`src/rtl/seq_pkg.sv`:
```
// Shared definitions for the serial pattern generator: FSM states, default
// widths, the reference detector pattern and the filler LFSR constants.
package seq_pkg;

    typedef enum logic [1:0] {
        ST_IDLE = 2'd0,
        ST_SEND = 2'd1,
        ST_GAP  = 2'd2,
        ST_DONE = 2'd3
    } seq_state_e;

    localparam int         SEQ_PAT_W       = 4;
    localparam logic [3:0] SEQ_DET_PATTERN = 4'b1101;

    // Fibonacci taps 8,6,5,4 map to bits 7,5,4,3 of the shift register.
    localparam logic [7:0] LFSR_SEED = 8'hA5;
    localparam logic [7:0] LFSR_TAPS = 8'b1011_1000;

    function automatic logic [7:0] lfsr8_next(input logic [7:0] q);
        return {q[6:0], ^(q & LFSR_TAPS)};
    endfunction

endpackage

```
`src/rtl/seq_lfsr8.sv`:
```
// 8-bit Fibonacci LFSR that steps only when adv_i is high; the MSB is the
// pseudo-random filler bit used between pattern repetitions.
module seq_lfsr8
    import seq_pkg::*;
(
    input  logic clk_i,
    input  logic rst_ni,
    input  logic adv_i,
    output logic bit_o
);

    logic [7:0] lfsr_q;
    logic [7:0] lfsr_d;

    // Next-state: hold unless advancing.
    always_comb begin
        if (adv_i) begin
            lfsr_d = lfsr8_next(lfsr_q);
        end else begin
            lfsr_d = lfsr_q;
        end
    end

    // Shift register with seed on reset.
    always_ff @(posedge clk_i or negedge rst_ni) begin
        if (!rst_ni) begin
            lfsr_q <= LFSR_SEED;
        end else begin
            lfsr_q <= lfsr_d;
        end
    end

    assign bit_o = lfsr_q[7];

endmodule

```
`src/rtl/seq_pattern_gen.sv`:
```
// Serial pattern generator: emits a captured pattern MSB-first, repeated with
// an idle gap between repetitions. Define SEQ_GEN_LFSR_FILL_EN for LFSR gap fill.
module seq_pattern_gen
    import seq_pkg::*;
#(
    parameter int PAT_W = SEQ_PAT_W,
    parameter int GAP_W = 4,
    parameter int REP_W = 8
) (
    input  logic             clk,
    input  logic             rst,
    input  logic             start,
    input  logic [PAT_W-1:0] pattern,
    input  logic [REP_W-1:0] repeat_cnt,
    input  logic [GAP_W-1:0] gap,
    output logic             x,
    output logic             valid,
    output logic             frame,
    output logic             busy,
    output logic             done
);

    localparam int               IDX_W   = (PAT_W > 1) ? $clog2(PAT_W) : 1;
    localparam logic [IDX_W-1:0] IDX_MAX = IDX_W'(PAT_W - 1);

    seq_state_e       state_q, state_d;
    logic [PAT_W-1:0] pat_q, pat_d;
    logic [REP_W-1:0] rep_q, rep_d;
    logic [GAP_W-1:0] gap_q, gap_d;
    logic [GAP_W-1:0] gcnt_q, gcnt_d;
    logic [IDX_W-1:0] idx_q, idx_d;
    logic             x_q, x_d;
    logic             valid_q, valid_d;
    logic             frame_q, frame_d;
    logic             busy_q, busy_d;
    logic             done_q, done_d;
    logic             filler_s;

`ifdef SEQ_GEN_LFSR_FILL_EN
    logic lfsr_adv_s;
    assign lfsr_adv_s = (state_q == ST_GAP);

    seq_lfsr8 u_lfsr (
        .clk_i  (clk),
        .rst_ni (rst),
        .adv_i  (lfsr_adv_s),
        .bit_o  (filler_s)
    );
`else
    assign filler_s = 1'b0;
`endif

    // Next-state and next-output logic; outputs are registered one cycle
    // behind the state that produces them.
    always_comb begin
        state_d = state_q;
        pat_d   = pat_q;
        rep_d   = rep_q;
        gap_d   = gap_q;
        gcnt_d  = gcnt_q;
        idx_d   = idx_q;
        x_d     = 1'b0;
        valid_d = 1'b0;
        frame_d = 1'b0;
        busy_d  = 1'b0;
        done_d  = 1'b0;

        case (state_q)
            ST_IDLE: begin
                if (start) begin
                    pat_d = pattern;
                    rep_d = repeat_cnt;
                    gap_d = gap;
                    idx_d = IDX_MAX;
                    if (repeat_cnt == REP_W'(0)) begin
                        state_d = ST_DONE;
                    end else begin
                        state_d = ST_SEND;
                    end
                end else begin
                    state_d = ST_IDLE;
                end
            end
            ST_SEND: begin
                x_d     = pat_q[idx_q];
                valid_d = 1'b1;
                busy_d  = 1'b1;
                frame_d = (idx_q == IDX_MAX);
                if (idx_q == IDX_W'(0)) begin
                    rep_d = rep_q - REP_W'(1);
                    idx_d = IDX_MAX;
                    if (rep_q == REP_W'(1)) begin
                        state_d = ST_DONE;
                    end else if (gap_q == GAP_W'(0)) begin
                        state_d = ST_SEND;
                    end else begin
                        state_d = ST_GAP;
                        gcnt_d  = gap_q;
                    end
                end else begin
                    idx_d = idx_q - IDX_W'(1);
                end
            end
            ST_GAP: begin
                x_d    = filler_s;
                busy_d = 1'b1;
                if (gcnt_q == GAP_W'(1)) begin
                    state_d = ST_SEND;
                    idx_d   = IDX_MAX;
                end else begin
                    gcnt_d = gcnt_q - GAP_W'(1);
                end
            end
            ST_DONE: begin
                done_d  = 1'b1;
                state_d = ST_IDLE;
            end
            default: begin
                state_d = ST_IDLE;
            end
        endcase
    end

    // State, captured fields, counters and registered outputs.
    always_ff @(posedge clk or negedge rst) begin
        if (!rst) begin
            state_q <= ST_IDLE;
            pat_q   <= '0;
            rep_q   <= '0;
            gap_q   <= '0;
            gcnt_q  <= '0;
            idx_q   <= '0;
            x_q     <= 1'b0;
            valid_q <= 1'b0;
            frame_q <= 1'b0;
            busy_q  <= 1'b0;
            done_q  <= 1'b0;
        end else begin
            state_q <= state_d;
            pat_q   <= pat_d;
            rep_q   <= rep_d;
            gap_q   <= gap_d;
            gcnt_q  <= gcnt_d;
            idx_q   <= idx_d;
            x_q     <= x_d;
            valid_q <= valid_d;
            frame_q <= frame_d;
            busy_q  <= busy_d;
            done_q  <= done_d;
        end
    end

    assign x     = x_q;
    assign valid = valid_q;
    assign frame = frame_q;
    assign busy  = busy_q;
    assign done  = done_q;

endmodule

```
`config.mk`:
```
export PLATFORM = sky130hd
export DESIGN_NAME = seq_pattern_gen
export DESIGN_NICKNAME = d
export VERILOG_FILES = /design/src/rtl/seq_pkg.sv /design/src/rtl/seq_lfsr8.sv /design/src/rtl/seq_pattern_gen.sv
export SDC_FILE = /design/constraint.sdc
export NUM_CORES = 1
export LEC_CHECK = 0
export ABC_AREA = 1
export BUFFER_PORTS_ARGS = -buffer_cell sky130_fd_sc_hd__buf_2
export CORE_MARGIN = 3
export CORE_UTILIZATION = 56
export CTS_CLUSTER_DIAMETER = 150
export DETAILED_ROUTE_END_ITERATION = 10
export PLACE_DENSITY = 0.78
export REMOVE_ABC_BUFFERS = 1
export SETUP_SLACK_MARGIN = 0.15
export SYNTH_ARGS = -nofsm -noshare
export SYNTH_HDL_FRONTEND = slang
export SYNTH_SLANG_ARGS = --single-unit
```
`constraint.sdc`:
```
create_clock -name clk -period 1.99 [get_ports clk]
set_clock_uncertainty 0.1 [all_clocks]
set_input_delay 0.2985 -clock clk [delete_from_list [all_inputs] [get_ports clk]]
set_output_delay 0.2985 -clock clk [all_outputs]
set_load 0.01 [all_outputs]
```
# [Word level (Yosys, flattened, before mapping)]
# Index checks and enable logic that the tools add are counted.
[classes] add_sub_neg=3 eq_ne=12 magnitude_cmp=1 reduce_logical=13 mux=26
[ops] cell="$mux W2" count=9
[ops] cell="$mux W4" count=4
[ops] cell="$mux W8" count=2
[ops] cell="$pmux W8 S2" count=1
[ops] cell="$ne A2 B2 Y1 const B" count=6
[ops] cell="$eq A8 B1 Y1 const B" count=1
[ops] cell="$logic_not A8 Y1" count=1
[ops] cell="$pmux W2 S4" count=1
[ops] cell="$pmux W4 S2" count=1
[ops] cell="$sub A8 B1 Y8 const B" count=1
[ops] cell="$eq A2 B2 Y1 const B" count=3
[ops] cell="$mux W1" count=6
[ops] cell="$pmux W2 S3" count=1
[ops] cell="$reduce_and A3 Y1" count=2
[ops] cell="$reduce_and A5 Y1" count=1
[ops] cell="$eq A4 B1 Y1 const B" count=1
[ops] cell="$logic_not A2 Y1" count=2
[ops] cell="$logic_not A4 Y1" count=1
[ops] cell="$reduce_and A2 Y1" count=2
[ops] cell="$reduce_bool A2 Y1" count=2
[ops] cell="$sub A4 B1 Y4 const B" count=1
[ops] cell="$lt A2 B3 Y1 const B" count=1
[ops] cell="$reduce_bool A3 Y1" count=1
[ops] cell="$bmux W1 S2" count=1
[ops] cell="3 further kinds" count=3
[totals] register_bits=29

# [Depth between registers and ports, before layout]
# Gate-level depths: netlist of run 1.
[depth] word_depth=5 ltp_mapped=9

# [Worst setup path after synthesis of run 1]
# Ideal clock, no wire load.
[synth_path] kind="reg2reg" start="register state_q[1]" end="register rep_q[3]" required_ps=1766 path_buffers=1 arrival_time_ps=1268 path_slack_ps=497 path_stages_with_launch=9 path_cell_list="dfrtp_1 -> inv_1 -> ha_1 -> inv_2 -> nor2_4 -> a21oi_4 -> buf_6 -> a21oi_2 -> a21oi_2"
[synth_via] elab_chain_len=3
[synth_lines] item="start, declared" line="seq_pattern_gen.sv:26" rtl="seq_state_e state_q, state_d;"
[synth_lines] item="start signal, assigned" line="seq_pattern_gen.sv:139" rtl="state_q <= state_d;"
[synth_lines] item="$eq A2 B1 Y1 or $logic_not A2 Y1 (tied branches)" line="seq_pattern_gen.sv:68" rtl="case (state_q)"
[synth_lines] item="$ne A2 B2 Y1 (no line) or $reduce_bool A2 Y1 (tied branches)"
[synth_lines] item="$reduce_and A3 Y1 (no line)"
[synth_lines] item="end signal, assigned" line="seq_pattern_gen.sv:141" rtl="rep_q <= rep_d;"
[synth_lines] item="end, declared" line="seq_pattern_gen.sv:28" rtl="logic [REP_W-1:0] rep_q, rep_d;"
# Several ways; a longest one is shown, not always the timed one.
# A chain may end at the register's enable or synchronous reset.

# [Worst setup path in the final report of run 1]
[layout_path] start="register state_q[0]" end="register rep_q[5]"
# The elaborated chain is that of the path after synthesis.

==> results by group, run 1 <==
STA
  • Slew @ Worst Pin: about 630 ps
  • Fin. max-slew vios: 0
  • Fin. Hold Viols: 0
  • Setup ws final: around 280 ps
  • Crit share post-route: 0.859
  • Minimum clock period: about 1700 ps
  • Slew HR: 0.581
  • Peak Freq: 585 MHz
  • RSZ-0062 raised after global routing: no
  • # setup viols final: 0
  • Setup TNS: 0 ps

Floorplan
  • Starting Density: 0.608
  • Die H: about 61 um
  • Io pins: 24
  • Die ar.: approximately 3800 sq um
  • Core box area: approximately 2800 sq um
  • # rows: 19
  • Die width: about 61 um

Placement
  • IO buf count: 23
  • Post-DP HPWL: approximately 2.6 mm
  • Placed cell area: about 1900 sq um
  • Gp weighted congestion: ~0.9
  • Pre-CTS setup slack: ~280 ps

Setup path
  • Crit path cell chain: inv_1, ha_1, inv_1, nand2_1, a21oi_4, buf_4, nand2_1, nand2_1, inv_1
  • RR Endpoint: rep_q[5]
  • Worst Path Max Fanout: 6
  • Critical path class: flip-flop to flip-flop
  • CP endpoint: rep_q[5]
  • Reg2reg path depth: 9
  • Worst Path Buf+Inv: 4
  • Worst setup SP type: flip-flop
  • Slowest stage delay, CP: 420 ps
  • Number of cells on the critical path: 9
  • CP Capture Type: flip-flop
  • Crit path max-delay family: flip-flops
  • Worst reg2reg path startpoint: state_q[0]
  • CP arrival: 1830 ps
  • Reg2Reg Setup Slack: 280 ps
  • Req. time, crit path: between 2000 and 2500 ps
  • Slowest-stage cell, CP: dfrtp_1
  • Critical path origin: state_q[0]

Power
  • Leak: between 1 and 1.5 nW
  • Total net switching power: roughly 1.5 mW
  • Sw Ratio: 0.466
  • Power Dens Cells: between 1500 and 2000 nW/um^2
  • Combinational Power Share: 0.559
  • Sequential Power Share: 0.336
  • Power share of the clock group: 0.105
  • Internal power: approximately 1.7 mW
  • Peak supply drop: ~0.00079 V

Worst hold path
  • HP Class: primary input to flip-flop

Synth
  • Synthesis Warnings: 0
  • Synth unique cells: 27
  • Post-synthesis sequential area ratio: 0.422
  • Synth Register Bits: 29
  • Cells after Synth: roughly 220
  • Syn Area/Cell: about 7.8 sq um
  • Netlist Area Pre-Place: about 1700 sq um

Global routing
  • Largest net degree at the start of global routing: 30
  • Number of global-route vias before repair: 1345
  • Initial antenna violation count: 0
  • GR Overflow Total: 0
  • GRT Total Usage: 0.210
  • First-pass GRT wire length: 5.82 mm

Clock tree
  • Sink Count: 29
  • Worst-path clk slew: approximately 90 ps
  • CTS tree: done
  • # H-tree levels: 2
  • Cts bufs inserted: 5
  • Worst-Skew Late Latency: around 330 ps
  • CTS root buf: clkbuf_4
  • Clk buf depth: 2

Drt
  • Antenna Nets Post-Route: 0
  • Post-Route WL: ~3.4 mm
  • Routed length per instance: between 10 and 15 um
  • Drt first-iter violations: 74
  • Detailed Routing Iterations Pass 1: 5
  • # DRC: 0
  • Vias: 1457
  • Avg Vias per Cell: between 5 and 6

Layout
  • Design area: between 1500 and 2000 sq um
  • Post-layout nets: between 200 and 300
  • Most common cell after layout, fill and taps aside: nand2_1
  • Area Growth Syn to Fin: 12.4%
  • Antenna Cells: 0
  • # fillers: 253
  • Fraction of layout cells with a size suffix above 1: 0.211
  • Commonest non-fill, non-tap cells in the layout: nand2_1 (56), dfrtp_1 (29), inv_1 (25)

Status
  • Run status: finished clean

Flow run
  • Max Cap Viol: 0
[power groups by stage]
stage / Combinational [mW] / Clock (mW) / Sequential, mW
3_5_place_dp: 1.74 / 0 / 1.07
5_1_grt: 2.04 / 0.364 / 1.10
4_1_cts: 1.74 / 0.344 / 1.06
3_3_place_gp: 1.72 / 0 / 1.06
6_report: 1.76 / 0.331 / 1.06
2_1_floorplan: 1.32 / 0 / 1.05
[synthesized netlist by cell type]
library cell   n  share of area
a21o_1         1         0.0044
a21oi_1        9          0.026
a21oi_2        2          0.010
a21oi_4        2          0.019
a22oi_1        2         0.0087
buf_2          2         0.0058
buf_6          2          0.013
dfrtp_1       29           0.42
ha_1          10          0.073
inv_1         25          0.055
inv_2          5          0.011
nand2_1       56           0.12
nand2_2        4          0.015
nand2_4        2          0.013
nand3_1       17          0.049
nand4_1        3          0.011
nor2_1        20          0.044
nor2_2         1         0.0036
nor2_4         1         0.0065
nor3_1         1         0.0029
o211ai_2       1         0.0073
o21ai_0       13          0.038
o21ai_1        5          0.015
o21ai_2        2          0.010
o21bai_1       1         0.0044
o22ai_1        2         0.0073
or2_2          1         0.0036
[state kept, by name (all words and copies together) (netlist names)]
register  cells
x             1
done          1
frame         1
rep_q         8
idx_q         2
pat_q         4
valid         1
gap_q         4
busy          1
gcnt_q        4
state_q       2
[metrics by stage]
stage	std cells	utilization	hold slack (ps)	total power, mW
global route	282	0.683	59.5	3.51
CTS	281	0.679	47.9	3.14
finish	282	0.683	56.6	3.15
floorplan	215	-	-97.1	2.37
detailed placement	272	0.659	256	2.80
global placement	272	0.659	261	2.77
[kinds of logic (layout without fill, tap and decap cells)]
family          Yosys count  after routing  share of synthesized area
compound gates           40             40                      0.150
fa+ha+maj                10             10                     0.0728
buf+inv                  34             66                     0.0844
flops                    29             29                      0.422
simple gates            106            106                      0.271
[routing by layer]
layer | global-route usage | wire length [um] | vias up
met5 | 0 | 0 | -
met4 | 0.0727 | 55 | 0
met3 | 0.0524 | 210 | 8
met2 | 0.320 | 1470 | 40
met1 | 0.294 | 1630 | 643
li1 | - | - | 766
[worst register-to-register path, cell delays in order, from the launching register on]
cell,delay [ps]
dfrtp_1,420
inv_1,80
ha_1,230
inv_1,90
nand2_1,100
a21oi_4,250
buf_4,190
nand2_1,50
nand2_1,50
inv_1,30
[area by class of cell]
cell class	count	area [sq um]	area share
Clock buffer	8	48.8	0.0252
Tap cell	31	38.8	0.0201
Timing Repair Buffer	28	159	0.0822
Multi-Input combinational cell	156	848	0.439
Inverter	30	113	0.0583
Sequential cell	29	726	0.375
[how the worst min path moves through the flow]
stage | end | start | depth (start not counted) | slack, ps
finish | gap_q[2] | gap[2] | 3 | 60
global route | pat_q[3] | pattern[3] | 3 | 60
CTS | pat_q[3] | pattern[3] | 3 | 50
detailed placement | rep_q[3] | rst | 1 | 260
global placement | rep_q[3] | rst | 1 | 260
floorplan | busy | rst | 0 | -100
[timing repair]
action,4_1_cts,5_1_grt
hold buffers,1,0
endpoints found under the hold margin,29,0
gates resized for setup,0,1
buffers inserted,0,1
setup endpoints to repair,0,5
Note: power is estimated with default switching activity, not from simulation.
==> run 2, diff against run 1 <==
--- a/config.mk
+++ b/config.mk
@@ -8,10 +8,10 @@
 export ABC_AREA = 1
 export BUFFER_PORTS_ARGS = -buffer_cell sky130_fd_sc_hd__buf_2
 export CORE_MARGIN = 3
-export CORE_UTILIZATION = 56
+export CORE_UTILIZATION = 40
 export CTS_CLUSTER_DIAMETER = 150
 export DETAILED_ROUTE_END_ITERATION = 10
-export PLACE_DENSITY = 0.78
+export PLACE_DENSITY = 0.59
 export REMOVE_ABC_BUFFERS = 1
 export SETUP_SLACK_MARGIN = 0.15
 export SYNTH_ARGS = -nofsm -noshare
==> run 2 against run 1 <==
First-iteration DRC count is 4.1% lower. Register-to-register slack better by 40 ps. Core utilization is 19 points lower. Final area is 5.1% higher. Clock power is 91% higher. Maximum frequency is 2.4% higher. Hold slack better by 44 ps. Flip-flop and latch count stayed put. Power is 10% higher. Count of clock-buffer cells in the layout is 1 lower. Die area is 36% higher. Critical path type unchanged. Largest power group unchanged. Highest routed layer unchanged.
==> results by group, run 2 (synthesis gave the netlist of run 1 again) <==
Worst hold path
  • Hold Path End: pat_q[3]
  • Worst Hold Depth: 3 (unchanged)
  • HP Class: primary input to flip-flop
  • Hold Path Origin: pattern[3]

Layout
  • # fillers: 411 (+62%)
  • Fraction of layout cells with a size suffix above 1: 0.222 (+0.0111)
  • Area Growth Syn to Fin: 18.2%
  • Final Util: 0.497 (-0.186)
  • Commonest non-fill, non-tap cells in the layout: nand2_1 (56), dfrtp_1 (29), inv_1 (25)
  • Post-layout nets: 280 (+0.36%)
  • Footprint of the multi-input gates: 848 sq um (unchanged)
  • Antenna Cells: 0 (unchanged)
  • Most flops, register: rep_q
  • Max reg flops: 8 (unchanged)
  • FF+latch area: 726 sq um (unchanged)
  • Most common cell after layout, fill and taps aside: nand2_1

Power
  • Peak supply drop: 0.000820 V (+3.9%)
  • Sw Ratio: 0.435 (-0.0307)
  • Combinational Power Share: 0.515 (-0.044)
  • Sequential Power Share: 0.303 (-0.033)
  • Power share of the clock group: 0.182 (+0.077)
  • Internal power: 1.96 mW (+17%)
  • Power Dens Cells: 1710 nW/um^2 (+5.1%)
  • Leak: 1.05 nW (+3.6%)
  • Total net switching power: 1.51 mW (+3.2%)

Clock tree
  • Worst-Skew Late Latency: 290 ps (-40 ps)
  • CTS tree: done
  • Sink Count: 29 (unchanged)
  • Worst-path clk slew: 70 ps (-20 ps)
  • # H-tree levels: 2 (unchanged)
  • Clk buf depth: 2 (unchanged)
  • Cts bufs inserted: 5 (unchanged)
  • CTS root buf: clkbuf_8

Setup path
  • Critical path class: flip-flop to flip-flop
  • Reg2reg path depth: 8 (-1)
  • Req. time, crit path: 2060 ps (-50 ps)
  • Worst reg2reg path startpoint: state_q[1]
  • Reg2Reg Setup Slack: 320 ps (+40 ps)
  • CP Capture Type: flip-flop
  • CP arrival: 1740 ps (-90 ps)
  • Worst setup SP type: flip-flop
  • Worst Path Max Fanout: 20 (+14)
  • RR Endpoint: gcnt_q[2]

Drt
  • # DRC: 0 (unchanged)
  • Vias: 1462 (+0.34%)
  • Antenna Nets Post-Route: 0 (unchanged)
  • Routed length per instance: 12.1 um (+1.6%)
  • Detailed Routing Iterations Pass 1: 4 (-1)
  • Avg Vias per Cell: 4.84 (-6.3%)
  • Drt first-iter violations: 71 (-4.1%)
  • Post-Route WL: 3.66 mm (+8.9%)

Global routing
  • GRT Total Usage: 0.162 (-0.0484)
  • Number of global-route vias before repair: 1382 (+2.8%)
  • First-pass GRT wire length: 6.27 mm (+7.8%)
  • Initial antenna violation count: 0 (unchanged)
  • GR Overflow Total: 0 (unchanged)
  • Largest net degree at the start of global routing: 30 (unchanged)

STA
  • # setup viols final: 0 (unchanged)
  • Crit share post-route: 0.839 (-0.0200)
  • Fin. Hold Viols: 0 (unchanged)
  • Slew HR: 0.562 (-0.0194)
  • Setup TNS: 0 ps (unchanged)
  • Peak Freq: 599 MHz (+2.4%)
  • Slew @ Worst Pin: 658 ps (+29.1 ps)
  • Fin. max-slew vios: 0 (unchanged)
  • Minimum clock period: 1670 ps (-39.8 ps)
  • RSZ-0062 raised after global routing: no

Placement
  • Post-DP HPWL: 2.75 mm (+7.3%)
  • Gp weighted congestion: 0.847 (-5.7%)
  • IO buf count: 23 (unchanged)

Floorplan
  • Die ar.: 5120 sq um (+36%)
  • Die H: 71.6 um (+17%)
  • Die width: 71.6 um (+17%)
  • Starting Density: 0.421 (-0.187)
  • Io pins: 24 (unchanged)
  • Core box area: 4090 sq um (+44%)
  • # rows: 23 (+4)

Flow run
  • Max Cap Viol: 0 (unchanged)

Status
  • Run status: finished clean
[run 2: cell types whose count changed in the layout (fill, tap and decap cells not counted), sizes merged]
cell / change
bufinv: +1
buf: +1
clkbuf: -1
[run 2: worst max-delay path by stage]
stage                     startpoint        end  slack (ps)  cells past startpoint
final                     state_q[1]  gcnt_q[2]         320                      8
after global routing      state_q[1]  gcnt_q[2]         180                      8
after CTS                 state_q[1]   rep_q[2]         220                      7
after detailed placement  state_q[1]   rep_q[2]         220                      7
after global placement    state_q[0]   rep_q[2]         270                      7
after floorplan           state_q[1]   rep_q[4]         -30                      6
[run 2: layout make-up]
type	count	area share
clock buffer	7	0.0425
clock inverter	1	0.0148
inverter	30	0.0554
multi-input combinational	156	0.417
sequential	29	0.357
tap	50	0.0308
timing repair buffer	29	0.0819
[run 2: what timing repair did]
item	in CTS	in global routing
setup buffers	0	2
resized for setup	0	1
endpoints found under the hold margin	29	0
hold buffers	1	0
setup endpoints to repair	0	7
[run 2: power groups by stage]
stage,Sequential [mW],Combinational [mW],Clock (mW)
finish,1.05,1.79,0.632
global route,1.09,2.09,0.677
CTS,1.06,1.76,0.653
detailed placement,1.07,1.76,0
global placement,1.06,1.75,0
floorplan,1.05,1.32,0
[run 2: critical path, cell delays in order (launching register included)]
cell	delay (ps)
dfrtp_1	400
inv_1	110
ha_1	240
buf_6	230
nand2_4	70
a21oi_4	190
nand2_4	90
nand2_1	70
o21ai_2	50
[run 2: metal layers]
layer / global-route usage / vias up / share of wire
li1: - / 769 / -
met1: 0.215 / 656 / 0.49
met2: 0.236 / 28 / 0.45
met3: 0.0547 / 9 / 0.040
met4: 0.0793 / 0 / 0.026
met5: 0 / - / 0
[run 2: metrics by stage]
stage | setup WS, ps | power [mW] | std cells | hold slack [ps] | area (sq um)
after floorplan | -28.4 | 2.37 | 215 | -97.1 | 1690
after global placement | 275 | 2.81 | 291 | 272 | 1890
after detailed placement | 222 | 2.82 | 291 | 271 | 1890
after CTS | 220 | 3.47 | 300 | 87.9 | 2010
after global routing | 183 | 3.86 | 302 | 106 | 2030
final | 320 | 3.48 | 302 | 101 | 2030
